## src/rtl/uart_pkg.sv

```systemverilog
// Shared constants and serializer state type for the buffered UART transmitter.
package uart_pkg;
  localparam int DATA_BITS = 8;
  localparam logic [13:0] BAUD_DIV_DEFAULT = 14'd9999;

  typedef enum logic [1:0] {IDLE, START, DATA, STOP} tx_state_e;
endpackage

```

## src/rtl/tx_fifo.sv

```systemverilog
// Byte FIFO with first-word-fall-through read data and registered status flags.
module tx_fifo
  import uart_pkg::*;
#(
  parameter int DEPTH = 16
) (
  input  logic                   clk,
  input  logic                   rst,
  input  logic                   wr_en,
  input  logic [DATA_BITS-1:0]   wr_data,
  input  logic                   rd_en,
  output logic [DATA_BITS-1:0]   rd_data,
  output logic                   full,
  output logic                   empty,
  output logic [$clog2(DEPTH):0] count,
  output logic                   overflow
);
  localparam int AW = $clog2(DEPTH);
  localparam logic [AW:0] FULL_CNT = (AW + 1)'(DEPTH);

  logic [DATA_BITS-1:0] mem [DEPTH];
  logic [AW-1:0]        wr_ptr;
  logic [AW-1:0]        rd_ptr;
  logic [AW:0]          count_n;
  logic                 push;
  logic                 pop;

  // A full FIFO rejects the write even when a pop frees a slot in the same cycle.
  assign push = wr_en && !full;
  assign pop  = rd_en && !empty;

  always_comb begin
    count_n = count;
    if (push && !pop) begin
      count_n = count + 1'b1;
    end else if (!push && pop) begin
      count_n = count - 1'b1;
    end
  end

  always_ff @(posedge clk) begin
    if (rst) begin
      wr_ptr   <= '0;
      rd_ptr   <= '0;
      count    <= '0;
      full     <= 1'b0;
      empty    <= 1'b1;
      overflow <= 1'b0;
    end else begin
      if (push) wr_ptr <= wr_ptr + 1'b1;
      if (pop)  rd_ptr <= rd_ptr + 1'b1;
      count    <= count_n;
      full     <= (count_n == FULL_CNT);
      empty    <= (count_n == '0);
      overflow <= wr_en && full;
    end
  end

  always_ff @(posedge clk) begin
    if (push && !rst) begin
      mem[wr_ptr] <= wr_data;
    end
  end

  assign rd_data = mem[rd_ptr];
endmodule

```

## src/rtl/uart_tx_fifo.sv

```systemverilog
// UART transmitter (8N1) fed by a byte FIFO; frames run back-to-back while data is queued.
module uart_tx_fifo
  import uart_pkg::*;
#(
  parameter int           N        = 14,
  parameter logic [N-1:0] BAUD_DIV = N'(BAUD_DIV_DEFAULT),
  parameter int           DEPTH    = 16
) (
  input  logic                   Clk_100M,
  input  logic                   Reset,
  input  logic [7:0]             Wr_Data,
  input  logic                   Wr_En,
  output logic                   Full,
  output logic                   Empty,
  output logic [$clog2(DEPTH):0] Count,
  output logic                   Overflow,
  output logic                   Busy,
  output logic                   Tx
);
  localparam int BW = $clog2(DATA_BITS);
  localparam logic [BW-1:0] LAST_BIT = BW'(DATA_BITS - 1);

  tx_state_e            state, state_n;
  logic [N-1:0]         baud_cnt, baud_n;
  logic [BW-1:0]        bit_idx, bit_n;
  logic [DATA_BITS-1:0] shift, shift_n;
  logic [DATA_BITS-1:0] head;
  logic                 pop;
  logic                 tx_bit;
  logic                 baud_done;

  tx_fifo #(.DEPTH(DEPTH)) u_fifo (
    .clk      (Clk_100M),
    .rst      (Reset),
    .wr_en    (Wr_En),
    .wr_data  (Wr_Data),
    .rd_en    (pop),
    .rd_data  (head),
    .full     (Full),
    .empty    (Empty),
    .count    (Count),
    .overflow (Overflow)
  );

  assign baud_done = (baud_cnt == BAUD_DIV);

  always_comb begin
    state_n = state;
    baud_n  = baud_cnt;
    bit_n   = bit_idx;
    shift_n = shift;
    pop     = 1'b0;
    tx_bit  = 1'b1;
    case (state)
      IDLE: begin
        if (!Empty) begin
          pop     = 1'b1;
          shift_n = head;
          baud_n  = '0;
          state_n = START;
        end
      end
      START: begin
        tx_bit = 1'b0;
        if (baud_done) begin
          baud_n  = '0;
          bit_n   = '0;
          state_n = DATA;
        end else begin
          baud_n = baud_cnt + 1'b1;
        end
      end
      DATA: begin
        tx_bit = shift[0];
        if (baud_done) begin
          baud_n  = '0;
          shift_n = {1'b0, shift[DATA_BITS-1:1]};
          if (bit_idx == LAST_BIT) begin
            state_n = STOP;
          end else begin
            bit_n = bit_idx + 1'b1;
          end
        end else begin
          baud_n = baud_cnt + 1'b1;
        end
      end
      STOP: begin
        // Chain straight into the next start bit when another byte is waiting.
        if (baud_done) begin
          baud_n = '0;
          if (!Empty) begin
            pop     = 1'b1;
            shift_n = head;
            state_n = START;
          end else begin
            state_n = IDLE;
          end
        end else begin
          baud_n = baud_cnt + 1'b1;
        end
      end
      default: state_n = IDLE;
    endcase
  end

  // Tx is re-timed through a flop, so the line lags the state by one clock.
  always_ff @(posedge Clk_100M) begin
    if (Reset) begin
      state    <= IDLE;
      baud_cnt <= '0;
      bit_idx  <= '0;
      Busy     <= 1'b0;
      Tx       <= 1'b1;
    end else begin
      state    <= state_n;
      baud_cnt <= baud_n;
      bit_idx  <= bit_n;
      Busy     <= (state_n != IDLE);
      Tx       <= tx_bit;
    end
  end

  always_ff @(posedge Clk_100M) begin
    shift <= shift_n;
  end
endmodule

```

## config.mk

```make
export PLATFORM = sky130hd
export DESIGN_NAME = uart_tx_fifo
export DESIGN_NICKNAME = d
export VERILOG_FILES = /design/src/rtl/uart_pkg.sv /design/src/rtl/tx_fifo.sv /design/src/rtl/uart_tx_fifo.sv
export SDC_FILE = /design/constraint.sdc
export NUM_CORES = 1
export LEC_CHECK = 0
export ABC_AREA = 1
export BUFFER_PORTS_ARGS = -buffer_cell sky130_fd_sc_hd__clkbuf_2
export CORE_MARGIN = 8
export CORE_UTILIZATION = 47
export DETAILED_ROUTE_END_ITERATION = 16
export GPL_TIMING_DRIVEN = 0
export PLACE_DENSITY = 0.65
export SLEW_MARGIN = 10
export SYNTH_ARGS = -nofsm -noshare
export SYNTH_HDL_FRONTEND = slang
export SYNTH_SLANG_ARGS = --single-unit
```

## constraint.sdc

```tcl
create_clock -name Clk_100M -period 2.1 [get_ports Clk_100M]
set_input_delay 0.42 -clock Clk_100M [delete_from_list [all_inputs] [get_ports Clk_100M]]
set_output_delay 0.42 -clock Clk_100M [all_outputs]
set_load 0.03 [all_outputs]
```

# == Yosys cells after proc, flatten, opt, wreduce, memory -nomap -nowiden ==
# Memory sizes are Yosys's and may differ from the RTL's. A register that Yosys moved wholly into a read port is not among the register bits.
# Cells that the tools add are included.
# word_totals
ff_bits,45
ramBits,128
output_inout_bits,10
mem_count,1
# classes
addsub,6
eq_ne,11
n_mux,28
reduce_logical,19
# memory_table
memory,depth,word_bits,rd,rd_clocked_by_memory_dff,write_ports,line_no,source
u_fifo.mem,16,8,1,1,1,tx_fifo.sv:21,logic [DATA_BITS-1:0] mem [DEPTH];
# ops
operator,n
$mux 14,2
$pmux 14 s2,1
$mux 8,3
$pmux 8 s3,1
$add 14x1->14 const B,1
$eq 14x14->1 const B,1
$mux 2,5
$mux 5,2
$ne 2x2->1 const B,5
$mux 3,3
$add 4x1->4 const B,2
$mux 4,2
$pmux 2 s4,1
$logic_and 1x1->1,6
$pmux 3 s2,1
$add 5x1->5 const B,1
$eq 5x5->1 const B,1
$logic_not 1->1,5
$logic_not 5->1,1
$mux 1,5
$sub 5x1->5 const B,1
$eq 2x2->1 const B,2
$pmux 1 s2,2
$reduce_and 4->1,1
8 further kinds,9

# == Longest topological paths before layout ==
# depth
word_depth,8
ltp_mapped,14

# == Hierarchy ==
# Synthesis repeated with hierarchy kept, for this count alone.
# hier_totals
hier_cells,756
hier_area_um2,7875.1
# by_module_without_submodules
module,instances,cells_per_inst,area_per_inst_um2
tx_fifo,1,521,6078.3
uart_tx_fifo,1,235,1796.7

# == Worst setup path before layout ==
# Ideal clock, no wire load.
# synth_path
path_type,reg-to-reg
start,register u_fifo.full
end,memory u_fifo.mem[14][0] (enable)
setup_ps,383
t_arrival_ps,1695
required_ps,1717
path_slack_ps,22
stages_incl_launch_ff,6
path_buffers,0
synth_period_minus_slack_ps,2078
cell_sequence,dfxtp_1 nor2_4 inv_1 nor2_1 inv_1 nor3_1
# synth_via
elab_chain_cells,5
# synth_rtl
element,line_no,source
from (decl),tx_fifo.sv:13,"output logic full,"
from (signal assigned),tx_fifo.sv:53,full <= (count_n == FULL_CNT);
$logic_not 1->1,tx_fifo.sv:29,assign push = wr_en && !full;
$logic_and 1x1->1,tx_fifo.sv:29,
$logic_and 1x1->1,tx_fifo.sv:60,if (push && !rst) begin
$mux 1,tx_fifo.sv:60,
$mux 1 (implied by the code),tx_fifo.sv:61,mem[wr_ptr] <= wr_data;
to (decl),tx_fifo.sv:21,
# No other way between the ends.

# == Worst setup path in the final report ==
# layout_path
start,register u_fifo.full
end,memory u_fifo.mem[12][1] (enable)
# The elaborated chain is that of the path after synthesis.

==> summary.md <==
| Metric | Value |
|---|---|
| CTS H-tree depth | 4 |
| Port Buffers | 20 |
| HP Start | Wr_En |
| Total of max-cap violations | 0 |
| Cell variety after synth | 41 |
| Synth area leaders | edfxtp_1, dfxtp_1, o21ai_0 |
| Routed Antenna Nets | 0 |
| DRC viols | 0 |
| Drt pass-1 iters | 7 |
| Hold WC Path Type | input port to flop |
| Max Clock Skew | 0.00970 ns |
| DR vias | 5642 |
| Final Hold Vio Count | 0 |
| Initial antenna violation count | 0 |
| WS Path Type | flop to flop |
| Synthesized net count | 743 |
| CP arrival | 2.28 ns |
| Synth Warn # | 0 |
| Reg2Reg Launch Point | u_fifo.full |
| Post-detail-place hpwl | 12900 µm |
| Period minus WS final | 2.23 ns |
| Grt ovf | 0 |
| Die span in y | 143 µm |
| Min-Delay Path Depth | 3 |
| Worst Path Max Fanout | 8 |
| Synthesis-to-finish area growth | 15.4% |
| Highest clock rate | 449 MHz |
| Register area | 4900 µm² |
| Nature of the critical path startpoint | flop |
| Unrepaired setup endpoints after global routing | true |
| CP Capture Type | flop |
| Fillers | 1363 |
| Vias in the first global route | 5380 |
| CTS tree | done |
| Worst-Skew Late Latency | 0.43 ns |
| Wire per inst | 19.1 µm |
| Seq cells post-synth | 177 |
| Status | complete, but fails checks |
| Share of Yosys cell area claimed by the top area cell type | 53.7% |
| Nets@finish | 786 |
| WHS Endpoint | u_fifo.overflow |
| Die ar. | 20500 µm² |
| Max-slew headroom | 39.9% |
| Initial core utilization | 48.1% |
| Area leader, netlist | edfxtp_1 |
| Starting DRT DRC Count | 532 |
| Worst-Margin Slew | 0.898 ns |
| VDD IR-drop max | 0.665 mV |
| # rows | 46 |
| Total Wirelength | 18900 µm |
| Leak | 3.11 nW |
| Clk sinks | 177 |
| Die X | 143 µm |
| Hold WS | 0.205 ns |
| Gate Count Post-Synth | 717 |
| Multi-input gate area | 2500 µm² |
| WP data required | 2.16 ns |
| Worst R2R End | u_fifo.mem[12][1] |
| Root buffer cell | clkbuf_16 |
| CTS Buffer Depth | 2 |
| Setup ws final | -0.127 ns |
| Vias per cell | 5.70 |
| Syn Std Cell Area | 7610 µm² |
| Max-slew violations | 0 |
| Core area | 15800 µm² |
| P per Cell Area | 1140 nW/µm² |
| All-layer global routing usage | 19.0% |
| First-pass GRT wire length | 29300 µm |
| Violated checks | negative setup slack |
| Inserted Clock Buffers | 17 |
| Worst R2R Path Depth | 5 |
| Clock transition at path regs | 0.06 ns |
| Final Util | 55.5% |
| Avg Cell Area, Syn | 10.6 µm² |
| Largest net degree at the start of global routing | 17 |
| Sequential cell area fraction in the yosys report | 64.5% |
| Final period util | 106% |
| Dpl ws | -0.710 ns |
| # hold bufs at CTS | 0 |
| I/O pins | 21 |
| Ratio of cells with drive above 1 in the final layout | 14.4% |
| GP Congestion | 0.894 |
| Final setup viols | 16 |
| R2R setup slack | -0.13 ns |
| Antenna diode count | 0 |
synth_stat cells:
master	n
buf_1	2
nand3_4	1
a21oi_1	23
o21bai_1	1
nand2_2	4
clkbuf_1	27
ha_1	15
o211ai_1	2
a22o_1	1
a31oi_1	1
inv_2	3
o221ai_1	10
nand2_8	1
nor2_4	2
nand2_1	81
o21ai_1	2
o21ai_0	94
dfxtp_1	41
nand3_2	2
buf_2	2
o22ai_1	30
nor3_1	12
o2111ai_1	1
a31o_2	1
xor2_1	6
or2_2	1
inv_1	51
edfxtp_1	136
nor3_2	1
a21o_1	1
nand2_4	2
a211oi_1	1
a2111oi_0	1
nor2_1	111
and3_1	1
a221oi_1	3
a41oi_1	1
nand4_1	8
nor2_2	2
o31ai_1	1
nand3_1	31
power by group:
group / internal [mW] / total [mW] / switching [mW] / leakage, nW
registers: 4.01 / 4.16 / 0.147 / 1.56
logic: 0.835 / 2.83 / 1.99 / 1.26
clock network: 1.78 / 3.06 / 1.28 / 0.280
total: 6.62 / 10.0 / 3.42 / 3.11
worst max-delay path by stage:
stage,startpoint,endpoint,slack (ns),depth (start not counted)
after floorplan,u_fifo.full,u_fifo.mem[14][0],0.02,5
after global placement,Reset,u_fifo.mem[7][2],-0.81,4
after detailed placement,Wr_En,u_fifo.mem[10][4],-0.71,7
after CTS,u_fifo.full,u_fifo.mem[0][6],-0.16,5
after global routing,u_fifo.full,u_fifo.mem[12][2],-0.24,5
final,u_fifo.full,u_fifo.mem[12][1],-0.13,5
placed cells by master (no fill, tap or decap), types with 4 or more instances in the layout:
cell type	netlist	routed
nor2_2	2	4
clkbuf_8	0	6
a21oi_1	23	23
o22ai_1	30	30
nor2_4	2	7
nand3_1	31	31
dfxtp_1	41	41
nor2_1	111	104
nor3_1	12	4
o21ai_1	2	6
edfxtp_1	136	136
clkbuf_2	0	35
xor2_1	6	6
clkbuf_16	0	18
o221ai_1	10	10
nor3_4	0	5
nand4_1	8	8
o21ai_0	94	90
nand2_2	4	4
nor3_2	1	4
clkbuf_1	27	11
inv_1	51	51
ha_1	15	14
nand2_1	81	81
stage by stage:
stage | cell area [µm²] | setup TNS, ns | power (mW) | cells
floorplan | 7610 | 0 | 5.99 | 717
detailed placement | 8020 | -38.24 | 6.93 | 954
global route | 8780 | -4.19 | 10.5 | 989
finish | 8780 | -1.55 | 10.0 | 989
global placement | 7980 | -59.34 | 6.86 | 953
CTS | 8660 | -2.77 | 9.98 | 986
per-layer routing:
| metal | vias to the layer above | global-route usage [%] | wire length, µm |
|---|---|---|---|
| met5 | - | 0 | 0 |
| met1 | 2747 | 23.5 | 7900 |
| li1 | 2638 | - | - |
| met3 | 26 | 4.61 | 1400 |
| met2 | 231 | 32.1 | 9220 |
| met4 | 0 | 6.36 | 333 |
cell families after synthesis:
logic type / synth area share, %
adders and majority gates: 2.47
buffers and inverters: 4.23
AOI/OAI and AO/OA: 13.0
DFF: 64.5
and+or+nand+nor: 15.1
xor gates and xnor gates: 0.691
area by class of cell:
cell class                      instances  share of cell area [%]
Clock inverter                          6                   0.513
Buffer                                 30                    1.65
Inverter                               54                    2.31
Multi-Input combinational cell        455                    28.4
Sequential cell                       177                    55.9
Timing Repair Buffer                   25                    1.99
Clock buffer                           26                    6.16
Tap cell                              216                    3.08
registers in the layout, summed over array words and instances (netlist names), 2 cells and up, named ones only:
| signal | flops |
|---|---|
| u_fifo.rd_ptr | 4 |
| shift | 8 |
| bit_idx | 3 |
| u_fifo.wr_ptr | 4 |
| u_fifo.count | 5 |
| u_fifo.mem | 128 |
| state | 2 |
| baud_cnt | 14 |
timing repair:
item	CTS	global route
setup endpoints to repair	105	114
pin swaps	0	4
buffers inserted	0	4
resized for setup	22	32
critical path, stage by stage (launching register included):
cell and delay [ns]:
dfxtp_1 0.34, nor2_4 0.24, inv_1 0.19, nor2_1 0.20, nand2_1 0.17, nor2_1 0.71
No activity file was read; power rests on OpenSTA's default activity.
